**src/rtl/bist_response_analyzer.sv**
```systemverilog
// -----------------------------------------------------------------------------
// bist_response_analyzer
//   Downstream stage of the BIST datapath. It sequences the scan chain
//   (shift / capture), compacts every response bit leaving the chain into a
//   serial-input signature register (SISR), and finally compares the
//   signature against a golden value. One start pulse runs a complete test.
//
//   Optional feature: define BIST_ANALYZER_ABORT_EN to add the abort input,
//   which returns a running test to IDLE without reporting a result.
//
// Ports
//   clk        in   1          clock, rising edge
//   rst_n      in   1          synchronous, active-low reset
//   start      in   1          begin a run (ignored while busy)
//   abort      in   1          (BIST_ANALYZER_ABORT_EN only) cancel a run
//   scan_out   in   1          serial response bit from the chain MSB
//   golden     in   SIG_WIDTH  expected signature, sampled in COMPARE
//   scan_en    out  1          1 = chain shifts, 0 = chain holds/captures
//   busy       out  1          run in progress (SHIFT/CAPTURE/COMPARE)
//   done       out  1          run finished, held until next start/reset
//   pass       out  1          valid with done: signature == golden
//   signature  out  SIG_WIDTH  current SISR contents
// -----------------------------------------------------------------------------
module bist_response_analyzer #(
  parameter int                   CHAIN_LEN    = 8,
  parameter int                   NUM_PATTERNS = 16,
  parameter int                   SIG_WIDTH    = 8,
  parameter logic [SIG_WIDTH-1:0] SIG_POLY     = SIG_WIDTH'(8'h1D)
) (
  input  logic                 clk,
  input  logic                 rst_n,
  input  logic                 start,
`ifdef BIST_ANALYZER_ABORT_EN
  input  logic                 abort,
`endif
  input  logic                 scan_out,
  input  logic [SIG_WIDTH-1:0] golden,
  output logic                 scan_en,
  output logic                 busy,
  output logic                 done,
  output logic                 pass,
  output logic [SIG_WIDTH-1:0] signature
);

  localparam int BIT_W = $clog2(CHAIN_LEN + 1);
  localparam int PAT_W = $clog2(NUM_PATTERNS + 1);

  typedef enum logic [2:0] {
    S_IDLE    = 3'd0,
    S_SHIFT   = 3'd1,
    S_CAPTURE = 3'd2,
    S_COMPARE = 3'd3,
    S_DONE    = 3'd4
  } state_t;

  state_t               state_q, state_d;
  logic [BIT_W-1:0]     bit_cnt_q, bit_cnt_d;
  logic [PAT_W-1:0]     pat_cnt_q, pat_cnt_d;
  logic [SIG_WIDTH-1:0] sig_q, sig_d;
  logic                 pass_q, pass_d;

  logic                 run_active;
  logic                 launch;
  logic                 last_bit;
  logic                 abort_hit;

  // One SISR step: shift left, fold the MSB back through the polynomial,
  // and inject the incoming response bit at bit 0.
  function automatic logic [SIG_WIDTH-1:0] sisr_step(
    input logic [SIG_WIDTH-1:0] s,
    input logic                 b
  );
    sisr_step = {s[SIG_WIDTH-2:0], 1'b0}
              ^ (s[SIG_WIDTH-1] ? SIG_POLY : '0)
              ^ {{(SIG_WIDTH-1){1'b0}}, b};
  endfunction

  assign run_active = (state_q == S_SHIFT) || (state_q == S_CAPTURE) ||
                      (state_q == S_COMPARE);
  assign launch     = ((state_q == S_IDLE) || (state_q == S_DONE)) && start;
  assign last_bit   = (bit_cnt_q == BIT_W'(CHAIN_LEN - 1));

`ifdef BIST_ANALYZER_ABORT_EN
  assign abort_hit  = abort && run_active;
`else
  assign abort_hit  = 1'b0;
`endif

  // State and datapath registers
  always_ff @(posedge clk) begin
    if (!rst_n) begin
      state_q   <= S_IDLE;
      bit_cnt_q <= '0;
      pat_cnt_q <= '0;
      sig_q     <= '0;
      pass_q    <= 1'b0;
    end else begin
      state_q   <= state_d;
      bit_cnt_q <= bit_cnt_d;
      pat_cnt_q <= pat_cnt_d;
      sig_q     <= sig_d;
      pass_q    <= pass_d;
    end
  end

  // Next-state logic; abort overrides everything, including a same-edge start
  always_comb begin
    state_d = state_q;
    unique case (state_q)
      S_IDLE, S_DONE: if (start) state_d = S_SHIFT;
      S_SHIFT: begin
        if (last_bit) begin
          state_d = (pat_cnt_q < PAT_W'(NUM_PATTERNS)) ? S_CAPTURE : S_COMPARE;
        end
      end
      S_CAPTURE: state_d = S_SHIFT;
      S_COMPARE: state_d = S_DONE;
      default:   state_d = S_IDLE;
    endcase
    if (abort_hit) state_d = S_IDLE;
  end

  // Counter / signature / verdict next values
  always_comb begin
    bit_cnt_d = bit_cnt_q;
    pat_cnt_d = pat_cnt_q;
    sig_d     = sig_q;
    pass_d    = pass_q;
    if (abort_hit) begin
      // Signature is kept for inspection; counters restart on the next launch.
      bit_cnt_d = '0;
      pat_cnt_d = '0;
      pass_d    = 1'b0;
    end else if (launch) begin
      bit_cnt_d = '0;
      pat_cnt_d = '0;
      sig_d     = '0;
      pass_d    = 1'b0;
    end else begin
      unique case (state_q)
        S_SHIFT: begin
          bit_cnt_d = last_bit ? '0 : bit_cnt_q + 1'b1;
          // The first unload window only preloads the chain; what comes out
          // is stale content from before the run and must not be compacted.
          if (pat_cnt_q != '0) sig_d = sisr_step(sig_q, scan_out);
        end
        S_CAPTURE: pat_cnt_d = pat_cnt_q + 1'b1;
        S_COMPARE: pass_d    = (sig_q == golden);
        default: ;
      endcase
    end
  end

  // Moore outputs
  always_comb begin
    scan_en   = (state_q == S_SHIFT);
    busy      = run_active;
    done      = (state_q == S_DONE);
    pass      = pass_q;
    signature = sig_q;
  end

endmodule

```
**config.mk**
```make
export PLATFORM = sky130hd
export DESIGN_NAME = bist_response_analyzer
export DESIGN_NICKNAME = d
export VERILOG_FILES = /design/src/rtl/bist_response_analyzer.sv
export SDC_FILE = /design/constraint.sdc
export NUM_CORES = 1
export LEC_CHECK = 0
export CAP_MARGIN = 15
export CORE_MARGIN = 2
export CORE_UTILIZATION = 65
export CTS_BUF_LIST = sky130_fd_sc_hd__clkbuf_8
export CTS_CLUSTER_DIAMETER = 60
export DETAILED_ROUTE_END_ITERATION = 10
export DONT_BUFFER_PORTS = 1
export GPL_TIMING_DRIVEN = 0
export HOLD_SLACK_MARGIN = 0.06
export PLACE_DENSITY = 0.81
export SLEW_MARGIN = 20
export SYNTH_ARGS = -nofsm -noshare
export SYNTH_HDL_FRONTEND = slang
export SYNTH_SLANG_ARGS = --single-unit
```
**constraint.sdc**
```tcl
create_clock -name clk -period 4.5 [get_ports clk]
set_clock_uncertainty 0.2 [all_clocks]
set_input_delay 0.9 -clock clk [delete_from_list [all_inputs] [get_ports clk]]
set_output_delay 0.9 -clock clk [all_outputs]
set_load 0.01 [all_outputs]
```
==> impl_metrics.env <==
export IMPL_outcome="complete, no violations"
export IMPL_nNetsFinal=134
export IMPL_ir_drop_mv=0.227
export IMPL_cts_made_buffers=3
export IMPL_start_util_pct=68.4
export IMPL_finalCriticalPeriod_ns=2.41
export IMPL_synth_edf_count=0
export IMPL_firstDrtPassIters=4
export IMPL_cts_setup_buffers=0
export IMPL_ctsHoldBuffers=0
export IMPL_num_vias=778
export IMPL_antenna_left=0
export IMPL_ys_ff_latch=21
export IMPL_slowest_stage="dfxtp_1"
export IMPL_max_freq_ghz=0.415
export IMPL_antenna_found_initial=0
export IMPL_tightest_slew_ns=0.837
export IMPL_hold_viol=0
export IMPL_rsz0062_at_grt="false"
export IMPL_grt_max_degree=12
export IMPL_fp_dieH_um=43.6
export IMPL_synth_main_ff_cell="dfxtp_1"
export IMPL_crit_path_cell_trace="or3b_1 > buf_6 > inv_6"
export IMPL_synthToLayoutAreaGrowth_pct=6.39
export IMPL_yosysTopAreaCell="dfxtp_1"
export IMPL_synthTopCellsByArea="dfxtp_1 (41%), xnor2_1 (11%), nor2_1 (5.2%)"
export IMPL_grtUsageTotal_pct=22.0
export IMPL_synth_async_reset_ratio_pct=0
export IMPL_dr_first_iter_drc_count=7
export IMPL_crit_type="register to primary output"
export IMPL_hp_class="register to register"
export IMPL_dieWidth_um=43.6
export IMPL_insertion_delay_ns=0.26
export IMPL_critPathCaptureType="primary output"
export IMPL_synth_common_cells="dfxtp_1 (21), nor2_1 (14), xnor2_1 (13), nand2_1 (11), a21oi_1 (8)"
export IMPL_dp_cells=130
export IMPL_finalSetupViolCount=0
export IMPL_gp_congestion=0.768
export IMPL_clk_pin_slew_ns=0.07
export IMPL_path_buf_inv=2
export IMPL_syn_area_um2=1020
export IMPL_drive_gt1_share_pct=10.2
export IMPL_ctsResizeCount=0
export IMPL_cts_max_level=1
export IMPL_maxSlewViolCount=0
export IMPL_die_area_um2=1900
export IMPL_crit_arrival_ns=1.31
export IMPL_ios=24
export IMPL_portBuffers=0
export IMPL_cp_start_kind="register"
export IMPL_leakage_nw=0.381
export IMPL_grt_pass1_vias=723
export IMPL_final_cells=134
export IMPL_grt_overflow_total=0
export IMPL_drc_errors=0
export IMPL_slew_headroom_pct=43.4
export IMPL_powerDensity_nw_per_um2=304
export IMPL_min_period_over_period_pct=53.6
export IMPL_synth_avg_cell_area_um2=8.93
export IMPL_yosys_area_top_type_share_pct=41.3
export IMPL_cts_sinks=21
export IMPL_ys_seq_area_share_pct=41.3
export IMPL_worstPathRequired_ns=3.40
export IMPL_dp_hpwl_um=1390
export IMPL_path_max_fanout=10
export IMPL_fp_row_count=14
export IMPL_grt_pass1_wl_um=3120
export IMPL_diodes=0
export IMPL_cts_buffer_depth=2
export IMPL_syn_inst=114
export IMPL_synthesis_nets=129
export IMPL_slowest_delay_ns=0.43
export IMPL_routed_wl_um=1830
export IMPL_synth_most_common_cell="dfxtp_1"
export IMPL_cts_root_buf="clkbuf_8"
export IMPL_core_area_um2=1490
export IMPL_ys_types=31
export IMPL_totalNegativeSetupSlack_ns=0
export IMPL_cts_tree="built"
export IMPL_ys_warn_count=0
export IMPL_via_per_inst=5.81
export IMPL_max_cap_violations=0
export IMPL_fillCellCount=122
export IMPL_critPathTopFamily="flip-flops"
export IMPL_wl_per_cell_um=13.7
export IMPL_hold_ws_ns=0.262
[flip-flops by register name, summed over array words and instances (netlist names)]
name       count
bit_cnt_q      4
signature      8
pass           1
state_q        3
pat_cnt_q      5
[worst paths after layout]
check / from / endpoint / slack, ns / cells past startpoint
setup / recovery: state_q[0] / scan_en / 2.09 / 3
hold / removal: bit_cnt_q[3] / bit_cnt_q[3] / 0.26 / 2
setup reg to reg: pat_cnt_q[0] / signature[1] / 2.47 / 7
hold reg to reg: bit_cnt_q[3] / bit_cnt_q[3] / 0.26 / 2
[logic make-up (layout without fill, tap and decap cells)]
kind of cell,count (synthesis),in the layout,share of synthesized area [%]
buf+inv,9,13,5.65
flops,21,21,41.3
mux,1,1,1.11
fa+ha+maj,3,3,3.69
simple gates,43,43,22.0
compound gates,20,20,11.7
xor+xnor,17,17,14.6
[per-stage QoR]
step / total power (W) / area, µm² / setup slack, ns / utilization, %
CTS: 0.000333 / 1080 / 2.08 / 72.8
floorplan: 0.000211 / 1020 / 2.44 / -
detailed placement: 0.000215 / 1040 / 2.34 / 69.7
global placement: 0.000215 / 1040 / 2.34 / 69.7
global route: 0.000341 / 1080 / 2.01 / 72.8
finish: 0.000329 / 1080 / 2.09 / 72.8
[metal layers]
metal	track usage (%)	vias to the layer above	part of all wire, %
met1	27.9	356	43
met2	36.8	26	50
met4	10.9	0	2.2
met5	0	-	0
li1	-	391	-
met3	2.92	5	4.9
[tightest hold or removal path, stage by stage, from the launching register on]
cell	delay, ns
dfxtp_1	0.31
nand2_1	0.05
a21oi_1	0.05
[where the power goes]
part	switching [W]	internal (W)
Sequential	0.00000192	0.000187
Combinational	0.0000122	0.00000955
Clock	0.0000577	0.0000608
Total	0.0000719	0.000258
[placed cells by master, fill, tap and decap left out, types with 2 or more instances in the layout]
cell      instances
a21oi_1           8
dfxtp_1          21
nor2_1           14
inv_1             5
o21ai_0           6
ha_1              3
buf_6             2
xnor2_1          13
nand4_1           4
and2_1            2
a211oi_1          4
xor2_1            4
nand2_1          11
clkbuf_8          3
[area by class of cell]
cell class	count	area [µm²]	share of cell area (%)
inverter	5	23.8	2.19
sequential	21	420	38.8
clock inverter	1	3.75	0.346
clock buffer	3	41.3	3.81
tap	16	20.0	1.85
multi-input combinational	84	541	49.9
buffer	4	33.8	3.12
Note: power is estimated with default switching activity, not from simulation.
